## src/rtl/scie_fir_multichannel_if.sv

```systemverilog
// ============================================================================
// Module      : scie_fir_multichannel_if
// Description : SCIE custom-instruction port bundle for the multi-channel FIR.
//               The core side (master) issues instructions and operands; the
//               FIR unit (slave) returns one registered result per accepted op.
// Signals     : io_valid    - instruction issue strobe
//               io_insn     - 32-bit instruction word
//               io_rs1      - operand: coefficient or signed sample
//               io_rs2      - operand: tap index or channel index
//               io_rd       - result
//               io_rd_valid - result strobe
// Revision    : 1.0 - initial release
// ============================================================================
`default_nettype none

interface scie_fir_multichannel_if #(
  parameter int XLEN = 32
);
  logic            io_valid;
  logic [31:0]     io_insn;
  logic [XLEN-1:0] io_rs1;
  logic [XLEN-1:0] io_rs2;
  logic [XLEN-1:0] io_rd;
  logic            io_rd_valid;

  modport master (
    output io_valid, io_insn, io_rs1, io_rs2,
    input  io_rd, io_rd_valid
  );

  modport slave (
    input  io_valid, io_insn, io_rs1, io_rs2,
    output io_rd, io_rd_valid
  );
endinterface

`default_nettype wire

```

## src/rtl/scie_fir_multichannel.sv

```systemverilog
// ============================================================================
// Module      : scie_fir_multichannel
// Description : Pipelined multi-channel FIR on the SCIE custom-instruction
//               port. Per-channel sample history, shared coefficient table,
//               every accepted op returns exactly one response two cycles
//               after issue. Opcode 7'h0B, funct3 selects LDCOEF / PUSH /
//               READ / CLEAR / PUSHRD (5-7 are accepted NOPs).
// Ports       : clock - rising-edge clock
//               reset - synchronous, active-low
//               bus   - scie_fir_multichannel_if.slave (io_valid, io_insn,
//                       io_rs1, io_rs2 in; io_rd, io_rd_valid out)
// Config      : `define SCIE_FIR_SAT_EN to saturate the shifted accumulator
//               to signed XLEN range; otherwise the low XLEN bits are kept.
// Revision    : 1.0 - initial release
// ============================================================================
`default_nettype none

module scie_fir_multichannel #(
  parameter int XLEN     = 32,
  parameter int TAPS     = 4,
  parameter int CHANNELS = 2,
  parameter int COEF_W   = 16,
  parameter int SHIFT    = 0
) (
  input  logic                  clock,
  input  logic                  reset,
  scie_fir_multichannel_if.slave bus
);

  localparam int PROD_W = XLEN + COEF_W;
  localparam int ACC_W  = PROD_W + $clog2(TAPS);
  localparam int CH_W   = (CHANNELS > 1) ? $clog2(CHANNELS) : 1;
  localparam int TAP_W  = $clog2(TAPS);

  localparam logic [6:0] OPC_CUSTOM0 = 7'h0B;
  localparam logic [2:0] F3_LDCOEF   = 3'd0;
  localparam logic [2:0] F3_PUSH     = 3'd1;
  localparam logic [2:0] F3_READ     = 3'd2;
  localparam logic [2:0] F3_CLEAR    = 3'd3;
  localparam logic [2:0] F3_PUSHRD   = 3'd4;

  localparam logic signed [ACC_W-1:0] Y_MAX = ACC_W'({1'b0, {(XLEN-1){1'b1}}});
  localparam logic signed [ACC_W-1:0] Y_MIN = ~Y_MAX;

  // --------------------------------------------------------------------------
  // S0: decode
  // --------------------------------------------------------------------------
  logic             w_accept;
  logic [2:0]       w_f3;
  logic             w_ch_ok;
  logic             w_tap_ok;
  logic [CH_W-1:0]  w_ch;
  logic [TAP_W-1:0] w_tap;
  logic             w_do_push;
  logic             w_do_ld;
  logic             w_do_clr;
  logic             w_do_read;
  logic             w_ret_y;

  assign w_accept  = bus.io_valid && (bus.io_insn[6:0] == OPC_CUSTOM0);
  assign w_f3      = bus.io_insn[14:12];
  // Full-width compares so large rs2 values never alias into a valid index.
  assign w_ch_ok   = bus.io_rs2 < XLEN'(CHANNELS);
  assign w_tap_ok  = bus.io_rs2 < XLEN'(TAPS);
  assign w_ch      = bus.io_rs2[CH_W-1:0];
  assign w_tap     = bus.io_rs2[TAP_W-1:0];

  assign w_do_push = w_accept && w_ch_ok && ((w_f3 == F3_PUSH) || (w_f3 == F3_PUSHRD));
  assign w_do_ld   = w_accept && w_tap_ok && (w_f3 == F3_LDCOEF);
  assign w_do_clr  = w_accept && w_ch_ok && (w_f3 == F3_CLEAR);
  assign w_do_read = w_accept && w_ch_ok && (w_f3 == F3_READ);
  assign w_ret_y   = w_accept && w_ch_ok && (w_f3 == F3_PUSHRD);

  // --------------------------------------------------------------------------
  // S0: coefficient table and per-channel history (TAPS-1 past samples)
  // --------------------------------------------------------------------------
  logic signed [COEF_W-1:0] coef_q [TAPS];
  logic signed [XLEN-1:0]   hist_q [CHANNELS][TAPS-1];

  always_ff @(posedge clock) begin
    if (!reset) begin
      for (int k = 0; k < TAPS; k++) coef_q[k] <= '0;
      for (int c = 0; c < CHANNELS; c++)
        for (int k = 0; k < TAPS - 1; k++) hist_q[c][k] <= '0;
    end else begin
      if (w_do_ld) coef_q[w_tap] <= bus.io_rs1[COEF_W-1:0];
      if (w_do_push) begin
        hist_q[w_ch][0] <= bus.io_rs1;
        for (int k = 1; k < TAPS - 1; k++) hist_q[w_ch][k] <= hist_q[w_ch][k-1];
      end else if (w_do_clr) begin
        for (int k = 0; k < TAPS - 1; k++) hist_q[w_ch][k] <= '0;
      end
    end
  end

  // Sample window x[n-k]: the incoming operand plus the stored history.
  logic signed [XLEN-1:0] w_win [TAPS];
  always_comb begin
    w_win[0] = bus.io_rs1;
    for (int k = 1; k < TAPS; k++) w_win[k] = hist_q[w_ch][k-1];
  end

  logic signed [PROD_W-1:0] w_prod [TAPS];
  for (genvar k = 0; k < TAPS; k++) begin : g_prod
    assign w_prod[k] = PROD_W'(w_win[k]) * PROD_W'(coef_q[k]);
  end

  // --------------------------------------------------------------------------
  // S1: product register
  // --------------------------------------------------------------------------
  logic                     v1_q;
  logic                     wr1_q;
  logic                     ret1_q;
  logic                     rdop1_q;
  logic                     clr1_q;
  logic [CH_W-1:0]          ch1_q;
  logic signed [PROD_W-1:0] prod1_q [TAPS];

  always_ff @(posedge clock) begin
    if (!reset) begin
      v1_q    <= 1'b0;
      wr1_q   <= 1'b0;
      ret1_q  <= 1'b0;
      rdop1_q <= 1'b0;
      clr1_q  <= 1'b0;
      ch1_q   <= '0;
      for (int k = 0; k < TAPS; k++) prod1_q[k] <= '0;
    end else begin
      v1_q    <= w_accept;
      wr1_q   <= w_do_push;
      ret1_q  <= w_ret_y;
      rdop1_q <= w_do_read;
      clr1_q  <= w_do_clr;
      ch1_q   <= w_ch;
      for (int k = 0; k < TAPS; k++) prod1_q[k] <= w_prod[k];
    end
  end

  // --------------------------------------------------------------------------
  // S2: adder tree. The sum is registered before the shift/narrow/output
  // step so the carry chain and the saturation compare sit in different
  // cycles; the response still lands two edges after issue.
  // --------------------------------------------------------------------------
  logic signed [ACC_W-1:0] w_sum;
  always_comb begin
    w_sum = '0;
    for (int k = 0; k < TAPS; k++)
      w_sum = w_sum + {{(ACC_W-PROD_W){prod1_q[k][PROD_W-1]}}, prod1_q[k]};
  end

  logic                    v2_q;
  logic                    wr2_q;
  logic                    ret2_q;
  logic                    rdop2_q;
  logic                    clr2_q;
  logic [CH_W-1:0]         ch2_q;
  logic signed [ACC_W-1:0] acc2_q;

  always_ff @(posedge clock) begin
    if (!reset) begin
      v2_q    <= 1'b0;
      wr2_q   <= 1'b0;
      ret2_q  <= 1'b0;
      rdop2_q <= 1'b0;
      clr2_q  <= 1'b0;
      ch2_q   <= '0;
      acc2_q  <= '0;
    end else begin
      v2_q    <= v1_q;
      wr2_q   <= wr1_q;
      ret2_q  <= ret1_q;
      rdop2_q <= rdop1_q;
      clr2_q  <= clr1_q;
      ch2_q   <= ch1_q;
      acc2_q  <= w_sum;
    end
  end

  logic signed [ACC_W-1:0] w_shifted;
  logic [XLEN-1:0]         y_d;
  logic                    w_unused;

  assign w_shifted = acc2_q >>> SHIFT;

`ifdef SCIE_FIR_SAT_EN
  always_comb begin
    y_d = w_shifted[XLEN-1:0];
    if (w_shifted > Y_MAX)      y_d = Y_MAX[XLEN-1:0];
    else if (w_shifted < Y_MIN) y_d = Y_MIN[XLEN-1:0];
  end
  assign w_unused = ^{bus.io_insn[31:15], bus.io_insn[11:7]};
`else
  assign y_d      = w_shifted[XLEN-1:0];
  assign w_unused = ^{bus.io_insn[31:15], bus.io_insn[11:7], w_shifted[ACC_W-1:XLEN],
                      Y_MIN[0]};
`endif

  // --------------------------------------------------------------------------
  // Output and result registers. Res updates and the READ lookup share this
  // edge, so a READ one cycle behind a PUSH sees the PUSH's result, and a
  // CLEAR zeroes res after any earlier in-flight PUSH has written it.
  // --------------------------------------------------------------------------
  logic [XLEN-1:0] res_q [CHANNELS];
  logic [XLEN-1:0] rd_q;
  logic [XLEN-1:0] rd_d;
  logic            rd_valid_q;

  always_comb begin
    rd_d = '0;
    if (rdop2_q)     rd_d = res_q[ch2_q];
    else if (ret2_q) rd_d = y_d;
  end

  always_ff @(posedge clock) begin
    if (!reset) begin
      rd_q       <= '0;
      rd_valid_q <= 1'b0;
      for (int c = 0; c < CHANNELS; c++) res_q[c] <= '0;
    end else begin
      rd_valid_q <= v2_q;
      if (v2_q) rd_q <= rd_d;
      if (wr2_q)       res_q[ch2_q] <= y_d;
      else if (clr2_q) res_q[ch2_q] <= '0;
    end
  end

  assign bus.io_rd       = rd_q;
  assign bus.io_rd_valid = rd_valid_q;

endmodule

`default_nettype wire

```

## src/flat_wrapper.sv

```systemverilog
// flat-port wrapper written by rule: the top's interface ports become plain ports
module scie_fir_multichannel_flat 
#(
  parameter int XLEN     = 32,
  parameter int TAPS     = 4,
  parameter int CHANNELS = 2,
  parameter int COEF_W   = 16,
  parameter int SHIFT    = 0
)
  (clock, reset, bus_io_valid, bus_io_insn, bus_io_rs1, bus_io_rs2, bus_io_rd, bus_io_rd_valid);
  scie_fir_multichannel_if #(.XLEN(XLEN)) bus_i ();
  input  logic clock;
  input  logic reset;
  input wire logic [$bits(bus_i.io_valid)-1:0] bus_io_valid;
  input wire logic [$bits(bus_i.io_insn)-1:0] bus_io_insn;
  input wire logic [$bits(bus_i.io_rs1)-1:0] bus_io_rs1;
  input wire logic [$bits(bus_i.io_rs2)-1:0] bus_io_rs2;
  output wire logic [$bits(bus_i.io_rd)-1:0] bus_io_rd;
  output wire logic [$bits(bus_i.io_rd_valid)-1:0] bus_io_rd_valid;
  assign bus_i.io_valid = bus_io_valid;
  assign bus_i.io_insn = bus_io_insn;
  assign bus_i.io_rs1 = bus_io_rs1;
  assign bus_i.io_rs2 = bus_io_rs2;
  assign bus_io_rd = bus_i.io_rd;
  assign bus_io_rd_valid = bus_i.io_rd_valid;
  scie_fir_multichannel #(.XLEN(XLEN), .TAPS(TAPS), .CHANNELS(CHANNELS), .COEF_W(COEF_W), .SHIFT(SHIFT)) u_core (.clock(clock), .reset(reset), .bus(bus_i));
endmodule
```

## config.mk

```make
export PLATFORM = sky130hd
export DESIGN_NAME = scie_fir_multichannel_flat
export DESIGN_NICKNAME = d
export VERILOG_FILES = /design/src/rtl/scie_fir_multichannel_if.sv /design/src/rtl/scie_fir_multichannel.sv /design/src/flat_wrapper.sv
export SDC_FILE = /design/constraint.sdc
export NUM_CORES = 2
export LEC_CHECK = 0
export CELL_PAD_IN_SITES_DETAIL_PLACEMENT = 1
export CELL_PAD_IN_SITES_GLOBAL_PLACEMENT = 1
export CORE_AREA = 2 2 532 534
export DETAILED_ROUTE_END_ITERATION = 16
export DIE_AREA = 0 0 534 536
export GPL_TIMING_DRIVEN = 0
export PLACE_DENSITY_LB_ADDON = 0.12
export SKIP_LAST_GASP = 1
export SYNTH_ARGS = -nofsm -noshare
export SYNTH_HDL_FRONTEND = slang
export SYNTH_SLANG_ARGS = --single-unit
```

## constraint.sdc

```tcl
create_clock -name clock -period 13.85 [get_ports clock]
set_input_delay 2.77 -clock clock [delete_from_list [all_inputs] [get_ports clock]]
set_output_delay 2.77 -clock clock [all_outputs]
set_load 0.1 [all_outputs]
```

==> flow_summary.ini <==
[run_status]
outcome = completed

[grt]
grt_overflow = 0
grt_pass1_wl_um = 415000
grt_usage_pct = 20.2
antenna_found_initial = 41
grt_pass1_vias = 57300
grt_max_degree = 57

[synthesis]
yosysSeqAreaShare_pct = 19.7
syn_area_per_cell_um2 = 9.40
yosys_warnings = 0
syn_area_um2 = 69800
synth_ff_type = edfxtp_1
yosys-top-cells-area = fa_1 (37%), edfxtp_1 (14%), inv_1 (8.5%), ha_1 (7.2%), and2_1 (6.5%)
yosys_register_bits = 526
yosys.cell_types.count = 89
synthArstFlopShare_pct = 0
netlist.area_leader.share_pct = 36.7
synth_edf_count = 320
synthCells = 7426
synth.net_count = 9202
yosysTopAreaCell = fa_1

[critical_path]
r2r-end = u_core.prod1_q[1][27]$_SDFF_PN0_
cp_slowest_cell = xnor2_1
path_common_cell = fa_1
endpoint_kind = flop
cpPeakStageDelay_ns = 1.05
start_kind = primary input
arrival_ns = 13.89
crit_required_ns = 14.34
critPathKind = in2reg
r2r_start = u_core.hist_q[0][64]$_SDFFCE_PN0P_
reg2reg_depth = 22
r2r_slack_ns = 4.64
crit_fanout = 10

[timing]
hold_viol = 0
relSlewSlack_pct = 4.71
worst_slack_ns = 0.450
rsz0062_at_grt = no
clock.fmax_mhz = 74.6
hold_ws_ns = 0.433
drv_slew = 0
min_period_over_period_pct = 96.8
finalSetupViolations = 0
worst_pin_slew_ns = 1.39
clock_skew_ns = 0.0206
fin_crit_ns = 13.40

[clock_network]
numClockSinks = 526
cts-root-buf = clkbuf_16
cts_hold_buf = 0
clockBufferDepth = 3
htreeDepth = 3
insertion_delay_ns = 0.66
cts_buffers = 68
cts_tree = built
cts_resized = 0
clkTransAtPathRegs_ns = 0.06
cts_post_setup_buffers_inserted = 0

[floorplan]
die_h_um = 536
start_util_pct = 24.9
core_area_um2 = 281000
die_area_um2 = 286000
row_count = 195
die_w_um = 534
io_pins = 132

[finish]
regArea_um2 = 13700
syn_to_final_growth_pct = 11.7
fillers = 32300
multi_input_area_um2 = 48800
fin_cells = 11400
drive_gt1_share_pct = 3.33
finalNetCount = 9390

[route]
vias_per_cell = 4.43
route.met3.wl_um = 8710
wl_met2_um = 136000
drt_wl_total_um = 285000
wl_met1_um = 135000
top_layer = met4
drc = 0
drtPass1Iterations = 5
post_drt_wl_per_cell_um = 24.9
ant_nets = 0
vias = 50600
drtIter0Drc = 2784

[place]
gp_congestion = 0.855
place_inst = 11300
io_buffers = 107
post-place-ws_ns = -0.568
place_hpwl_um = 238000

[min_path]
hold_path_class = reg2reg
holdPathStages = 1
hold_start = u_core.clr1_q$_SDFF_PN0_
worstHoldEndpoint = u_core.clr2_q$_SDFF_PN0_

[run]
cap_violations = 0
[routing by layer]
metal | track usage (%) | vias to the layer above
met5 | 0 | -
met4 | 3.91 | 0
met3 | 1.39 | 167
met2 | 34.5 | 842
met1 | 28.1 | 26900
li1 | - | 22600
[Yosys cell counts, types with 5 or more instances]
library cell	instances
nand2_1	1121
buf_2	9
nand4_1	14
and4_1	5
o31ai_1	5
or3_1	11
nor3_1	26
and2_1	725
nor2b_1	53
nor3b_1	5
dfxtp_1	206
nor4_1	10
clkbuf_1	325
mux2i_1	8
o21ai_0	75
o211ai_1	12
mux2_2	74
o21a_1	14
xnor2_1	159
o21bai_1	14
or4_1	5
a211oi_1	55
ha_1	399
nor2_1	313
buf_1	15
fa_1	1278
nand3_1	26
inv_1	1588
edfxtp_1	320
a21oi_1	121
or2_2	12
and3_1	119
a31oi_1	16
a21o_1	49
a22oi_1	31
xor2_1	73
nand2b_1	47
[logic make-up (layout without fill, tap and decap cells)]
logic type,Yosys count,after routing,share of synthesized area (%)
simple gates,2512,2512,17.4
buf+inv,1947,2187,10.5
fa+ha+maj,1677,1677,43.8
flops,526,526,19.7
compound gates,447,447,4.24
xor+xnor,233,233,2.94
mux,84,84,1.35
other cells,0,15,0
[layout by cell type, fill, tap and decap left out, types with 12 or more instances in the layout]
cell             count
inv_1             1588
dfxtp_1            206
a21oi_1            121
o211ai_1            12
o21ai_0             72
nor3_1              25
and2_1             725
nand4_1             14
a21o_1              49
diode_2             15
xnor2_1            159
nand2_1           1117
a22oi_1             31
clkbuf_1           337
nor2b_1             53
xor2_1              73
nand3_1             26
a211oi_1            55
a31oi_1             15
nor2_1             313
nand2b_1            47
o21bai_1            14
o21a_1              14
fa_1              1278
clkdlybuf4s50_1    107
or2_2               12
buf_1               14
mux2_2              74
ha_1               399
clkbuf_16           68
and3_1             119
edfxtp_1           320
[worst max path at each step]
stage / startpoint / endpoint / slack [ns] / depth (start not counted)
2_1_floorplan: bus_io_rs2[0] / u_core.prod1_q[3][25]$_SDFF_PN0_ / 4.37 / 27
3_3_place_gp: bus_io_rs2[0] / u_core.prod1_q[1][30]$_SDFF_PN0_ / -1.05 / 30
3_5_place_dp: bus_io_rs2[0] / u_core.prod1_q[1][28]$_SDFF_PN0_ / -0.57 / 30
4_1_cts: bus_io_rs2[0] / u_core.prod1_q[1][28]$_SDFF_PN0_ / 0.13 / 30
5_1_grt: bus_io_rs2[0] / u_core.prod1_q[1][27]$_SDFF_PN0_ / 0.09 / 29
6_report: bus_io_rs2[0] / u_core.prod1_q[1][27]$_SDFF_PN0_ / 0.45 / 29
[stage by stage]
| stage | setup TNS, ns | utilization, % | cell area [µm²] |
|---|---|---|---|
| after floorplan | 0 | - | 69800 |
| after global placement | -2.34 | 26.9 | 75500 |
| after detailed placement | -1.55 | 27.0 | 75800 |
| after CTS | 0 | 27.8 | 77900 |
| after global routing | 0 | 27.8 | 78000 |
| final | 0 | 27.8 | 78000 |
[critical path, delay by kind of cell]
kind	cells	cell delay (ns)
buf+inv	10	3.43
fa+ha+maj	7	3.40
simple gates	8	2.56
xor+xnor	1	1.05
compound gates	3	0.60
[sequential cells by signal, indices dropped and copies added (netlist names), 32 cells and up, named ones only]
register,count
u_core.hist_q,192
u_core.prod1_q,128
u_core.coef_q,64
u_core.res_q,64
u_core.acc2_q,32
u_core.bus.io_rd,32
[area by class of cell]
class                   instances  share of cell area (%)
clock inverters                33                   0.438
flip-flops and latches        526                    17.6
inverters                    1590                    7.65
repair buffers                118                    1.60
diodes                         15                  0.0481
clock buffers                  89                    2.35
multi-input cells            4953                    62.5
plain buffers                 357                    1.78
well taps                    3743                    6.01
Power is left out: the tool's default activity adds up to more than one toggle a clock period on the data nets, which glitch-free logic cannot reach.
